`config.mk`:
```
export PLATFORM = sky130hd
export DESIGN_NAME = countdown_timer
export DESIGN_NICKNAME = d
export VERILOG_FILES = /design/src/rtl/countdown_timer.sv
export SDC_FILE = /design/constraint.sdc
export NUM_CORES = 1
export LEC_CHECK = 0
export ABC_CLOCK_PERIOD_IN_PS = 3200
export CAP_MARGIN = 20
export CORE_MARGIN = 10
export CORE_UTILIZATION = 51
export CTS_CLUSTER_SIZE = 25
export DETAILED_ROUTE_END_ITERATION = 10
export PLACE_DENSITY_LB_ADDON = 0.05
export SETUP_SLACK_MARGIN = 0.4
export SLEW_MARGIN = 20
export SYNTH_ARGS = -nofsm -noshare
export SYNTH_HDL_FRONTEND = slang
export SYNTH_SLANG_ARGS = --single-unit
```
`constraint.sdc`:
```
create_clock -name CLK -period 3.2 [get_ports CLK]
set_input_delay 0.64 -clock CLK [delete_from_list [all_inputs] [get_ports CLK]]
set_output_delay 0.64 -clock CLK [all_outputs]
set_load 0.005 [all_outputs]
```
`src/rtl/countdown_timer.sv`:
```
// rtl/countdown_timer.sv - down-counting H:M:S timer with load, start/pause and sticky expiry
module countdown_timer #(
    parameter int HOUR_MAX = 23
) (
    input  logic       CLK,
    input  logic       RST_N,
    input  logic       TICK,
    input  logic       LOAD,
    input  logic [5:0] Load_Hours,
    input  logic [5:0] Load_Mins,
    input  logic [5:0] Load_Secs,
    input  logic       START,
    input  logic       PAUSE,
    output logic [5:0] Hours,
    output logic [5:0] Mins,
    output logic [5:0] Secs,
    output logic       Running,
    output logic       Done,
    output logic       Expired,
    output logic       Load_Err
);

    typedef enum logic [1:0] {
        IDLE    = 2'd0,
        RUN     = 2'd1,
        PAUSED  = 2'd2,
        EXPIRED = 2'd3
    } state_t;

    localparam logic [5:0] HMAX = 6'(HOUR_MAX);

    state_t     state;
    logic       load_ok;
    logic       count_zero;
    logic [5:0] dec_hours;
    logic [5:0] dec_mins;
    logic [5:0] dec_secs;
    logic       dec_zero;

    assign load_ok    = (Load_Hours <= HMAX) && (Load_Mins <= 6'd59) && (Load_Secs <= 6'd59);
    assign count_zero = (Hours == 6'd0) && (Mins == 6'd0) && (Secs == 6'd0);

    // Borrow chain; only consulted in RUN, where the count is never zero.
    always_comb begin
        dec_hours = Hours;
        dec_mins  = Mins;
        dec_secs  = Secs;
        if (Secs != 6'd0) begin
            dec_secs = Secs - 6'd1;
        end else if (Mins != 6'd0) begin
            dec_secs = 6'd59;
            dec_mins = Mins - 6'd1;
        end else if (Hours != 6'd0) begin
            dec_secs  = 6'd59;
            dec_mins  = 6'd59;
            dec_hours = Hours - 6'd1;
        end
        dec_zero = (dec_hours == 6'd0) && (dec_mins == 6'd0) && (dec_secs == 6'd0);
    end

    always_ff @(posedge CLK or negedge RST_N) begin
        if (!RST_N) begin
            state    <= IDLE;
            Hours    <= 6'd0;
            Mins     <= 6'd0;
            Secs     <= 6'd0;
            Running  <= 1'b0;
            Done     <= 1'b0;
            Expired  <= 1'b0;
            Load_Err <= 1'b0;
        end else begin
            Done     <= 1'b0;
            Load_Err <= 1'b0;
            if (LOAD) begin
                if (load_ok) begin
                    Hours   <= Load_Hours;
                    Mins    <= Load_Mins;
                    Secs    <= Load_Secs;
                    state   <= IDLE;
                    Running <= 1'b0;
                    Expired <= 1'b0;
                end else begin
                    Load_Err <= 1'b1;
                end
            end else if (START) begin
                if ((state == IDLE || state == PAUSED) && !count_zero) begin
                    state   <= RUN;
                    Running <= 1'b1;
                end
            end else if (PAUSE) begin
                if (state == RUN) begin
                    state   <= PAUSED;
                    Running <= 1'b0;
                end
            end else if (TICK && state == RUN) begin
                Hours <= dec_hours;
                Mins  <= dec_mins;
                Secs  <= dec_secs;
                if (dec_zero) begin
                    state   <= EXPIRED;
                    Running <= 1'b0;
                    Done    <= 1'b1;
                    Expired <= 1'b1;
                end
            end
        end
    end

endmodule

```
==> results.txt <==
* Multiplexer fraction of the synthesized cell area: roughly 1.5%
- Highest clock frequency the design can meet: ~0.38 GHz
* Detailed Place HPWL: between 4000 and 5000 um
* Number of buffers on the longest clock path: 2
- The detailed router finished its first iteration with 215 violations.
* Leakage power of the design: between 0.0009 and 0.001 uW
- Sequential area share after synthesis: 30.1%
* Overall die area: around 0.007 mm^2
* Post-synthesis xor/xnor area fraction: 1.32%
- The flow ran to the end, and the final reports show no timing, DRC or antenna violations.
- Of all flip-flops after synthesis, the portion carrying an async set or reset was 100%.
- A synthesized cell averages between 8 and 9 um^2.
* Worst setup slack for register-to-register paths: approximately 0.55 ns
* Last weighted congestion value of the routability-driven placer: roughly 0.94
* End point of the most critical hold path: Running
- Post-Syn Nets: 270
* Fraction of layout instances using a drive strength above 1: a little under an eighth
- In this run the number of H-tree levels came out at 1.
- At the worst endpoint, the required time is 3.36 ns.
- Root cell of the clock tree: sky130_fd_sc_hd__clkbuf_8
- Switching pwr: roughly 570 uW
* Detail Route Antenna Nets: 0
* Endpoint of the most critical register-to-register path: Hours[3]
- Vias after detailed routing: roughly 2100
- Critical path launch point type: register
* Largest net degree at the start of global routing: 33
- Once the floorplan was initialized, standard cells occupied between 50% and 60% of the core.
- Post-synth design cell area: 0.00199 mm^2
- Final-report setup violation count: 0
- The worst path uses 82.8% of the clock period.
* Final number of max-transition violations: 0
- Along the worst path, the maximum fanout reaches 7.
- Share of total power consumed by net switching: between 30% and 40%
* Reg2Reg Launch Point: Hours[0]
- Core region area: 0.00372 mm^2
* Compound-Gate Fraction of Synth Area: 26.0%
- Reg power frac: 35.1%
- The worst setup path is captured at a register.
* Worst slew pin tran: between 0.5 and 0.6 ns
* Min-delay src: Running
- Global-route wire length before repair: 10300 um
* Die X-Extent: 82.5 um
- Setup TNS: 0 ns
- Post-detailed-route DRC marker count: 0
* Adder-cell share of the synthesized area: 2.51%
- TritonCTS buffer count: 3
* Remaining Overflow, GRT: 0
- In this run, synthesis inferred 0 flip-flops with an integrated enable.
* Power Dens Cells: 572 mW/mm^2
* Critical path, cell by cell: inv_1 > ha_1 > or4b_4 > nor3_4 > and3_1 > nor2_1 > a21o_1 > a221o_1
- Maximum cell stage delay along the critical path: 0.50 ns
* Combinational family with the most area after synthesis: simple AND/OR/NAND/NOR gates
* Vertical die dimension: just over 80 um
- The slowest stage of the critical path is the sky130_fd_sc_hd__or4b_4 cell.
- Across every metal layer, demand over resource in global routing totals 19.2%.
* Count of nets after finishing: about 310
- After clock tree synthesis, the flow added hold-fix buffers numbering 0.
- Worst r2r path cells: 8
- Area added between synthesis and finish: 27.0%
* Final critical path time including I/O delays and setup: between 2 and 3 ns
- First-pass iteration count of the detailed router: 4
- The via count of the first global-routing pass came to 2000.
- The final layout contains routed wiring with a total length of 6290 um.
- The initial antenna violation count was 0.
* Clock Skews: about 0.0044 ns
- Most used DFF post-synth: sky130_fd_sc_hd__dfrtp_1
* Clock Sink Count: 24
- Cells after synthesis: roughly 240
- DR vias/cell: 6.28
- Setup repair after global routing missed its margin: false
- Antenna Diode Count: 0
* Insertion delay to the later sink of the worst-skew pair: roughly 0.28 ns
* CTS tree: done
- Area fraction in and, or, nand and nor cells after synthesis: a little under a third
* Max-slew headroom at the worst pin: 66.3%
- The worst-case IR drop observed on VDD is 331 uV.
* Port Buffer Count: 45
* Worst hold-check slack: 0.581 ns
- Across the run, the number of max-cap violations was 0.
- Clock-pin slew was measured on the worst setup and hold paths at about 0.090 ns.
- WHS Path Cells: 2
* Rows: 22
- Share of power burned in combinational logic: a little under half
* Number of warnings issued by yosys: 0
- Synthesis instantiated 64 different standard cells from the library.
* Min-delay worst type: reg2reg
- The setup path with the least slack is of type reg2reg.
- In this run, the clock network consumes 19.1% of the power.
- Seq cells post-synth: 24
- After detailed routing, the average wire length per cell comes to about 19 um.
- Number of endpoints with negative hold slack in the final report: 0
* Data arrival time of the worst path: 2.81 ns
- 46 I/O pins were placed.
- P_int: 877 uW
[stage by stage]
step | instances | total power [uW] | area, um^2 | utilization, % | setup slack, ns
finish | 331 | 1450 | 2530 | 68.1 | 0.551
global route | 331 | 1540 | 2530 | 68.1 | 0.412
CTS | 329 | 1420 | 2510 | 67.6 | 0.440
detailed placement | 325 | 1150 | 2440 | 65.7 | 0.443
global placement | 325 | 1140 | 2440 | 65.7 | 0.488
floorplan | 242 | 886 | 1990 | - | 0.789
[what timing repair did]
item                                    in CTS  in global routing
gates resized for setup                      0                  1
setup buffers                                0                  2
endpoints found under the setup margin       0                  5
[kinds of logic after synthesis]
group / Yosys count
adders and majority gates: 4
buffers and inverters: 28
muxes: 3
and+or+nand+nor: 101
xor gates and xnor gates: 3
AOI/OAI and AO/OA: 79
DFF: 24
[worst max-delay path by stage]
stage                     endpoint  cells after the start      from
final                     Hours[3]                      8  Hours[0]
after global routing       Expired                      8   Secs[0]
after CTS                  Expired                      8   Secs[0]
after detailed placement   Expired                      8   Secs[0]
after global placement     Expired                      8   Secs[0]
after floorplan            Expired                     10   Secs[0]
[power groups by stage]
stage | Clock (uW) | Sequential (uW) | Combinational [uW]
6_report | 277 | 507 | 663
5_1_grt | 288 | 521 | 732
4_1_cts | 281 | 501 | 642
3_5_place_dp | 0 | 510 | 638
3_3_place_gp | 0 | 507 | 636
2_1_floorplan | 0 | 452 | 434
[final cells by class]
| class | count | area (um^2) |
|---|---|---|
| Clock inverter | 1 | 30.0 |
| Sequential cell | 24 | 601 |
| Multi-Input combinational cell | 190 | 1240 |
| Fill cell | 317 | 1180 |
| Clock buffer | 3 | 41.3 |
| Inverter | 12 | 45.0 |
| Tap cell | 48 | 60.1 |
| Timing Repair Buffer | 53 | 510 |
[synthesized netlist by cell type, types with 3 or more instances]
library cell               number  area (um^2)
sky130_fd_sc_hd__dfrtp_1       24          601
sky130_fd_sc_hd__o21ai_0       24          120
sky130_fd_sc_hd__nor2_1        19         71.3
sky130_fd_sc_hd__nand2_1       17         63.8
sky130_fd_sc_hd__a21oi_1       13         65.1
sky130_fd_sc_hd__inv_1         12         45.0
sky130_fd_sc_hd__nor3_1        11         55.1
sky130_fd_sc_hd__clkbuf_1       8         30.0
sky130_fd_sc_hd__nand3_1        7         35.0
sky130_fd_sc_hd__a22oi_1        5         37.5
sky130_fd_sc_hd__a31oi_1        5         31.3
sky130_fd_sc_hd__a32oi_1        5         43.8
sky130_fd_sc_hd__nand2b_1       5         31.3
sky130_fd_sc_hd__nor4_1         5         31.3
sky130_fd_sc_hd__ha_1           4         50.1
sky130_fd_sc_hd__nand4_1        4         25.0
sky130_fd_sc_hd__o21ai_1        4         20.0
sky130_fd_sc_hd__a21o_1         3         22.5
sky130_fd_sc_hd__and3_1         3         18.8
sky130_fd_sc_hd__buf_6          3         33.8
sky130_fd_sc_hd__mux2i_1        3         30.0
sky130_fd_sc_hd__xnor2_1        3         26.3
[sequential cells by signal, indices dropped and copies added (netlist names)]
signal and flops:
Done 1, Mins 6, Load_Err 1, Expired 1, Secs 6, Hours 6, state 2, Running 1
[worst max-delay path: cells and delay by family (launching register included)]
kind,cells,cell delay (ns)
adder cells (fa/ha/maj),1,0.14
AND/OR/NAND/NOR,4,1.29
AO/OA/AOI/OAI,2,0.51
buffers and inverters,1,0.13
flip-flops,1,0.46
[cell usage in the layout (no fill, tap or decap), types with 7 or more instances in the layout]
cell type,instances
sky130_fd_sc_hd__nand3_1,7
sky130_fd_sc_hd__nor2_1,19
sky130_fd_sc_hd__nor3_1,11
sky130_fd_sc_hd__dfrtp_1,24
sky130_fd_sc_hd__o21ai_0,24
sky130_fd_sc_hd__clkdlybuf4s50_1,45
sky130_fd_sc_hd__inv_1,12
sky130_fd_sc_hd__nand2_1,17
sky130_fd_sc_hd__buf_4,8
sky130_fd_sc_hd__a21oi_1,13
[metal layers]
metal | global-route usage [%] | routed length [um] | vias up
met2 | 28.5 | 2830 | 99
met1 | 26.6 | 2710 | 973
met4 | 6.35 | 127 | 0
met3 | 4.64 | 626 | 13
li1 | - | - | 993
met5 | 0 | 0 | -
No activity file was read; power rests on OpenSTA's default activity.
